### config.mk
export PLATFORM = sky130hd
export DESIGN_NAME = fetch_queue_flat
export DESIGN_NICKNAME = d
export VERILOG_FILES = /design/src/rtl/fetch_queue_if.sv /design/src/rtl/fetch_queue.sv /design/src/flat_wrapper.sv
export SDC_FILE = /design/constraint.sdc
export NUM_CORES = 1
export LEC_CHECK = 0
export ABC_CLOCK_PERIOD_IN_PS = 10200
export CORE_AREA = 8 8 177 179
export CTS_CLUSTER_SIZE = 16
export DETAILED_ROUTE_END_ITERATION = 7
export DIE_AREA = 0 0 185 187
export PLACE_DENSITY_LB_ADDON = 0.3
export SETUP_SLACK_MARGIN = 0.5
export SLEW_MARGIN = 20
export SYNTH_ARGS = -nofsm -noshare
export SYNTH_HDL_FRONTEND = slang
export SYNTH_SLANG_ARGS = --single-unit
export TNS_END_PERCENT = 30
### constraint.sdc
create_clock -name clk -period 10.2 [get_ports clk]
set_input_delay 2.04 -clock clk [delete_from_list [all_inputs] [get_ports clk]]
set_output_delay 2.04 -clock clk [all_outputs]
set_load 0.02 [all_outputs]
### src/rtl/fetch_queue_if.sv
// fetch_queue_if -- handshake bundle between the fetch stage, the fetch
// queue and the decode stage.
//
// Signals:
//   flush      redirect: discard every queued word at the next edge
//   in_valid   fetch stage offers {in_instr, in_pc4} this cycle
//   in_ready   queue can take a word this cycle
//   in_instr   fetched instruction word
//   in_pc4     PC+4 of the fetched instruction
//   out_valid  head entry is valid
//   out_ready  decode consumes the head this cycle
//   out_instr  head instruction (NOP when empty)
//   out_pc4    head PC+4 (0 when empty)
//   count      current occupancy, 0..2**AW
//
// Handshake: a word moves across a port on a rising clk edge where that
// port's valid and ready are both 1 and flush is 0. in_ready and out_valid
// are functions of the occupancy only, so a producer may wait on ready and
// a consumer may wait on valid without forming a combinational loop.
//
// Modports: master = the fetch/decode environment, slave = the queue.
interface fetch_queue_if #(
  parameter int AW = 2
) ();
  logic          flush;
  logic          in_valid;
  logic          in_ready;
  logic [31:0]   in_instr;
  logic [31:0]   in_pc4;
  logic          out_valid;
  logic          out_ready;
  logic [31:0]   out_instr;
  logic [31:0]   out_pc4;
  logic [AW:0]   count;

  modport master (
    output flush,
    output in_valid,
    output in_instr,
    output in_pc4,
    output out_ready,
    input  in_ready,
    input  out_valid,
    input  out_instr,
    input  out_pc4,
    input  count
  );

  modport slave (
    input  flush,
    input  in_valid,
    input  in_instr,
    input  in_pc4,
    input  out_ready,
    output in_ready,
    output out_valid,
    output out_instr,
    output out_pc4,
    output count
  );
endinterface

### src/rtl/fetch_queue.sv
// fetch_queue -- instruction fetch queue between the fetch stage and decode.
//
// Buffers {instr, pc4} pairs and presents them in order through a
// first-word-fall-through valid/ready port. A branch/jump redirect (flush)
// discards every queued word.
//
// Ports:
//   clk   rising-edge clock
//   clr   asynchronous, active-high reset (pointers, count and storage to 0)
//   bus   fetch_queue_if.slave: flush, in_* handshake, out_* handshake, count
//
// Parameters:
//   DEPTH  number of entries (power of two, >= 2)
//   AW     pointer width, log2(DEPTH)
//   NOP    instruction word shown on out_instr while the queue is empty
module fetch_queue #(
  parameter int          DEPTH = 4,
  parameter int          AW    = 2,
  parameter logic [31:0] NOP   = 32'h0000_0000
) (
  input  logic               clk,
  input  logic               clr,
  fetch_queue_if.slave       bus
);

  localparam logic [AW:0]   DEPTH_C = (AW+1)'(DEPTH);
  localparam logic [AW:0]   CNT_ONE = (AW+1)'(1);
  localparam logic [AW-1:0] PTR_ONE = AW'(1);

  // ---------------------------------------------------------------------------
  // State
  // ---------------------------------------------------------------------------
  logic [63:0]   mem_q [DEPTH];   // {instr, pc4}
  logic [AW-1:0] wr_ptr_q, wr_ptr_d;
  logic [AW-1:0] rd_ptr_q, rd_ptr_d;
  logic [AW:0]   count_q,  count_d;

  // ---------------------------------------------------------------------------
  // Status flags: derived from count only, so neither ready nor valid ever
  // looks at the opposite handshake.
  // ---------------------------------------------------------------------------
  logic full;
  logic empty;
  logic push;
  logic pop;

  assign full  = (count_q == DEPTH_C);
  assign empty = (count_q == '0);

  // flush overrides both transfers: the word offered in a flush cycle is
  // dropped and the head is not considered consumed.
  assign push = bus.in_valid  & ~full  & ~bus.flush;
  assign pop  = bus.out_ready & ~empty & ~bus.flush;

  // ---------------------------------------------------------------------------
  // Next-state logic
  // ---------------------------------------------------------------------------
  always_comb begin
    wr_ptr_d = wr_ptr_q;
    rd_ptr_d = rd_ptr_q;
    count_d  = count_q;

    if (bus.flush) begin
      wr_ptr_d = '0;
      rd_ptr_d = '0;
      count_d  = '0;
    end else begin
      // Pointers wrap naturally because DEPTH is a power of two.
      if (push) begin
        wr_ptr_d = wr_ptr_q + PTR_ONE;
      end
      if (pop) begin
        rd_ptr_d = rd_ptr_q + PTR_ONE;
      end
      unique case ({push, pop})
        2'b10:   count_d = count_q + CNT_ONE;
        2'b01:   count_d = count_q - CNT_ONE;
        default: count_d = count_q;
      endcase
    end
  end

  // ---------------------------------------------------------------------------
  // Control registers
  // ---------------------------------------------------------------------------
  always_ff @(posedge clk or posedge clr) begin
    if (clr) begin
      wr_ptr_q <= '0;
      rd_ptr_q <= '0;
      count_q  <= '0;
    end else begin
      wr_ptr_q <= wr_ptr_d;
      rd_ptr_q <= rd_ptr_d;
      count_q  <= count_d;
    end
  end

  // ---------------------------------------------------------------------------
  // Storage. Cleared on reset so nothing undefined can ever reach out_*;
  // a flush leaves contents in place since the empty flag masks them.
  // ---------------------------------------------------------------------------
  always_ff @(posedge clk or posedge clr) begin
    if (clr) begin
      for (int i = 0; i < DEPTH; i++) begin
        mem_q[i] <= '0;
      end
    end else if (push) begin
      mem_q[wr_ptr_q] <= {bus.in_instr, bus.in_pc4};
    end
  end

  // ---------------------------------------------------------------------------
  // Outputs: first-word-fall-through, combinational from registered state.
  // A word written at edge N is visible right after edge N; there is no
  // bypass from in_* to out_* within a cycle.
  // ---------------------------------------------------------------------------
  logic [63:0] head;
  assign head = mem_q[rd_ptr_q];

  assign bus.in_ready  = ~full;
  assign bus.out_valid = ~empty;
  assign bus.out_instr = empty ? NOP   : head[63:32];
  assign bus.out_pc4   = empty ? '0    : head[31:0];
  assign bus.count     = count_q;

endmodule
### src/flat_wrapper.sv
// flat-port wrapper written by rule: the top's interface ports become plain ports
module fetch_queue_flat 
#(
  parameter int          DEPTH = 4,
  parameter int          AW    = 2,
  parameter logic [31:0] NOP   = 32'h0000_0000
)
  (clk, clr, bus_flush, bus_in_valid, bus_in_instr, bus_in_pc4, bus_out_ready, bus_in_ready, bus_out_valid, bus_out_instr, bus_out_pc4, bus_count);
  fetch_queue_if #(.AW(AW)) bus_i ();
  input  logic clk;
  input  logic clr;
  input wire logic [$bits(bus_i.flush)-1:0] bus_flush;
  input wire logic [$bits(bus_i.in_valid)-1:0] bus_in_valid;
  input wire logic [$bits(bus_i.in_instr)-1:0] bus_in_instr;
  input wire logic [$bits(bus_i.in_pc4)-1:0] bus_in_pc4;
  input wire logic [$bits(bus_i.out_ready)-1:0] bus_out_ready;
  output wire logic [$bits(bus_i.in_ready)-1:0] bus_in_ready;
  output wire logic [$bits(bus_i.out_valid)-1:0] bus_out_valid;
  output wire logic [$bits(bus_i.out_instr)-1:0] bus_out_instr;
  output wire logic [$bits(bus_i.out_pc4)-1:0] bus_out_pc4;
  output wire logic [$bits(bus_i.count)-1:0] bus_count;
  assign bus_i.flush = bus_flush;
  assign bus_i.in_valid = bus_in_valid;
  assign bus_i.in_instr = bus_in_instr;
  assign bus_i.in_pc4 = bus_in_pc4;
  assign bus_i.out_ready = bus_out_ready;
  assign bus_in_ready = bus_i.in_ready;
  assign bus_out_valid = bus_i.out_valid;
  assign bus_out_instr = bus_i.out_instr;
  assign bus_out_pc4 = bus_i.out_pc4;
  assign bus_count = bus_i.count;
  fetch_queue #(.DEPTH(DEPTH), .AW(AW), .NOP(NOP)) u_core (.clk(clk), .clr(clr), .bus(bus_i));
endmodule
==> impl_metrics.json <==
{
  "status": "completed",
  "period_share_pct": 53.8,
  "grt_overflow": 0,
  "die_h_microns": 187,
  "grt_use_total_pct": 15.6,
  "maxSlewHeadroom_pct": 31.0,
  "power_density_nw_per_um2": 238,
  "crit_path_max_fanout": 34,
  "cts_root_buf": "clkbuf_16",
  "htree_levels": 1,
  "seq_area_frac_synth_pct": 52.2,
  "grt_pass1_vias": 7664,
  "synthesis.nets": 827,
  "clock_sinks": 263,
  "fmax_mhz": 182,
  "port_buffers": 137,
  "crit_chain": "buf_4 -> mux4_2 -> and2_1 -> clkdlybuf4s50_1",
  "post-place-ws_ps": 5130,
  "cp.required_ps": 8160,
  "slowest_stage": "dfrtp_4",
  "dieArea_sq_um": 34600,
  "hold_viol": 0,
  "cts_buffers": 28,
  "worst_pin_slew_ps": 1030,
  "setup_slack_ps": 4710,
  "power.leakage_uw": 0.00638,
  "io_pins": 138,
  "syn_avg_cell_area_sq_um": 16.7,
  "dp_hpwl_microns": 15600,
  "yosysMostFrequentCell": "dfrtp_1",
  "synth_ff_type": "dfrtp_1",
  "netlist_area_sq_um": 12600,
  "final_cells": 1281,
  "synth_top_area_share_pct": 52.2,
  "synth_seq_cells": 263,
  "core.rowCount": 62,
  "yosys-top-cells-count": "dfrtp_1, mux2_2, mux2_4, and2_1, mux4_2",
  "first_pass_iters": 4,
  "synth-edff-count": 0,
  "wire_per_inst_microns": 20.4,
  "cts_setup_buffers": 0,
  "core_area_sq_um": 28400,
  "path_class": "flop to output port",
  "via_per_inst": 5.26,
  "hold_path_class": "flop to flop",
  "routed_wl_microns": 26200,
  "drive_gt1_share_pct": 42.6,
  "period_needed_ps": 5490,
  "grt_pass1_wl_microns": 43600,
  "critPathArrivalTime_ps": 3450,
  "startpoint_type": "flop",
  "fin_worst_skew_ps": 21.4,
  "cts_hold_buffers": 0,
  "cap_violations": 0,
  "cts_resized": 0,
  "die_w_microns": 185,
  "synth_largest_area_cell": "dfrtp_1",
  "synthTopCellsByArea": "dfrtp_1, mux2_4, mux2_2",
  "syn_to_final_growth_pct": 19.7,
  "synth_cells": 753,
  "ys_warn_count": 0,
  "grt_setup_unrepaired": "no",
  "ir_drop_v": 0.000147,
  "final_antenna_net_count": 0,
  "nNetsFinal": 951,
  "vias": 6732,
  "synthDistinctLibCells": 38,
  "finish.utilization_pct": 53.2,
  "cp-end-kind": "output port",
  "slowest_delay_ps": 890,
  "postSynth.asyncResetShare_pct": 100,
  "worstSkewPairLatency_ps": 530,
  "grt_max_degree": 111,
  "fin_hold_ws_ps": 499,
  "start_util_pct": 44.4,
  "clockBufferDepth": 3,
  "cts_tree": "built",
  "setup_viol": 0,
  "drc": 0,
  "antenna_found_initial": 1,
  "first_iter_violations": 388,
  "clkTransAtPathRegs_ps": 60,
  "routabilityCongestion": 0.718,
  "setup_tns_ps": 0,
  "slew_violations": 0,
  "dp.cells": 1230
}
## worst paths after layout
check	to	startpoint	slack [ps]	cells after the start
min reg2reg	u_core.mem_q[154]	u_core.mem_q[154]	500	1
min in group asynchronous	u_core.mem_q[202]	clr	2080	2
min	u_core.mem_q[154]	u_core.mem_q[154]	500	1
max	bus_out_pc4[25]	u_core.rd_ptr_q[1]	4710	4
max in group asynchronous	u_core.mem_q[130]	clr	6940	3
max reg2reg	u_core.mem_q[125]	u_core.bus.count[0]	7410	5
## worst max-delay path: cells and delay by family, from the launching register on
family	cells	cell delay (ps)
buf+inv	2	1220
flops	1	890
mux	1	590
simple gates	1	200
## per-stage QoR
stage	area, sq um	power [uW]
after floorplan	12600	2240
after global placement	14100	2570
after detailed placement	14100	2590
after CTS	15100	3640
after global routing	15100	3800
final	15100	3600
## report_power, final
part | switching [uW] | total [uW] | internal [uW]
Clock | 395 | 1030 | 637
Sequential | 177 | 1540 | 1360
Combinational | 373 | 1030 | 657
## kinds of logic (layout without fill, tap and decap cells)
kind of cell,count (synthesis),count (layout),synth area share (%)
and+or+nand+nor,87,87,4.45
adders and majority gates,5,5,0.556
buffers and inverters,59,201,3.82
DFF,263,263,52.2
other,0,2,0
muxes,321,321,37.9
AOI/OAI and AO/OA,15,15,0.824
xor gates and xnor gates,3,3,0.208
## placed cells by master, fill, tap and decap left out, types with 3 or more instances in the layout
master / count
a21oi_1: 3
and2_1: 64
buf_4: 6
clkbuf_1: 6
clkbuf_16: 29
clkbuf_8: 10
clkdlybuf4s50_1: 137
dfrtp_1: 261
ha_1: 4
inv_1: 5
mux2_2: 136
mux2_4: 120
mux4_2: 64
nand2b_1: 3
nor2_1: 4
xor2_1: 3
## state kept, by name, indices dropped and copies added (netlist names)
signal	flops
u_core.wr_ptr_q	2
u_core.bus.count	3
u_core.mem_q	256
u_core.rd_ptr_q	2
## routing by layer
| layer | wire, microns | global-route usage, % | vias up |
|---|---|---|---|
| met5 | 0 | 0 | - |
| met4 | 397 | 3.33 | 0 |
| met3 | 1060 | 2.39 | 28 |
| met2 | 12400 | 25.1 | 109 |
| met1 | 12300 | 21.9 | 3591 |
| li1 | - | - | 3004 |
## cell type report
type | instances | area, sq um
antenna | 2 | 5.00
clock buffer | 45 | 886
clock inverter | 3 | 65.1
fill | 2373 | 13300
inverter | 7 | 33.8
multi-input combinational | 431 | 5570
sequential | 263 | 6590
tap | 384 | 480
timing repair buffer | 146 | 1470
(Power assumes the default switching activity.)
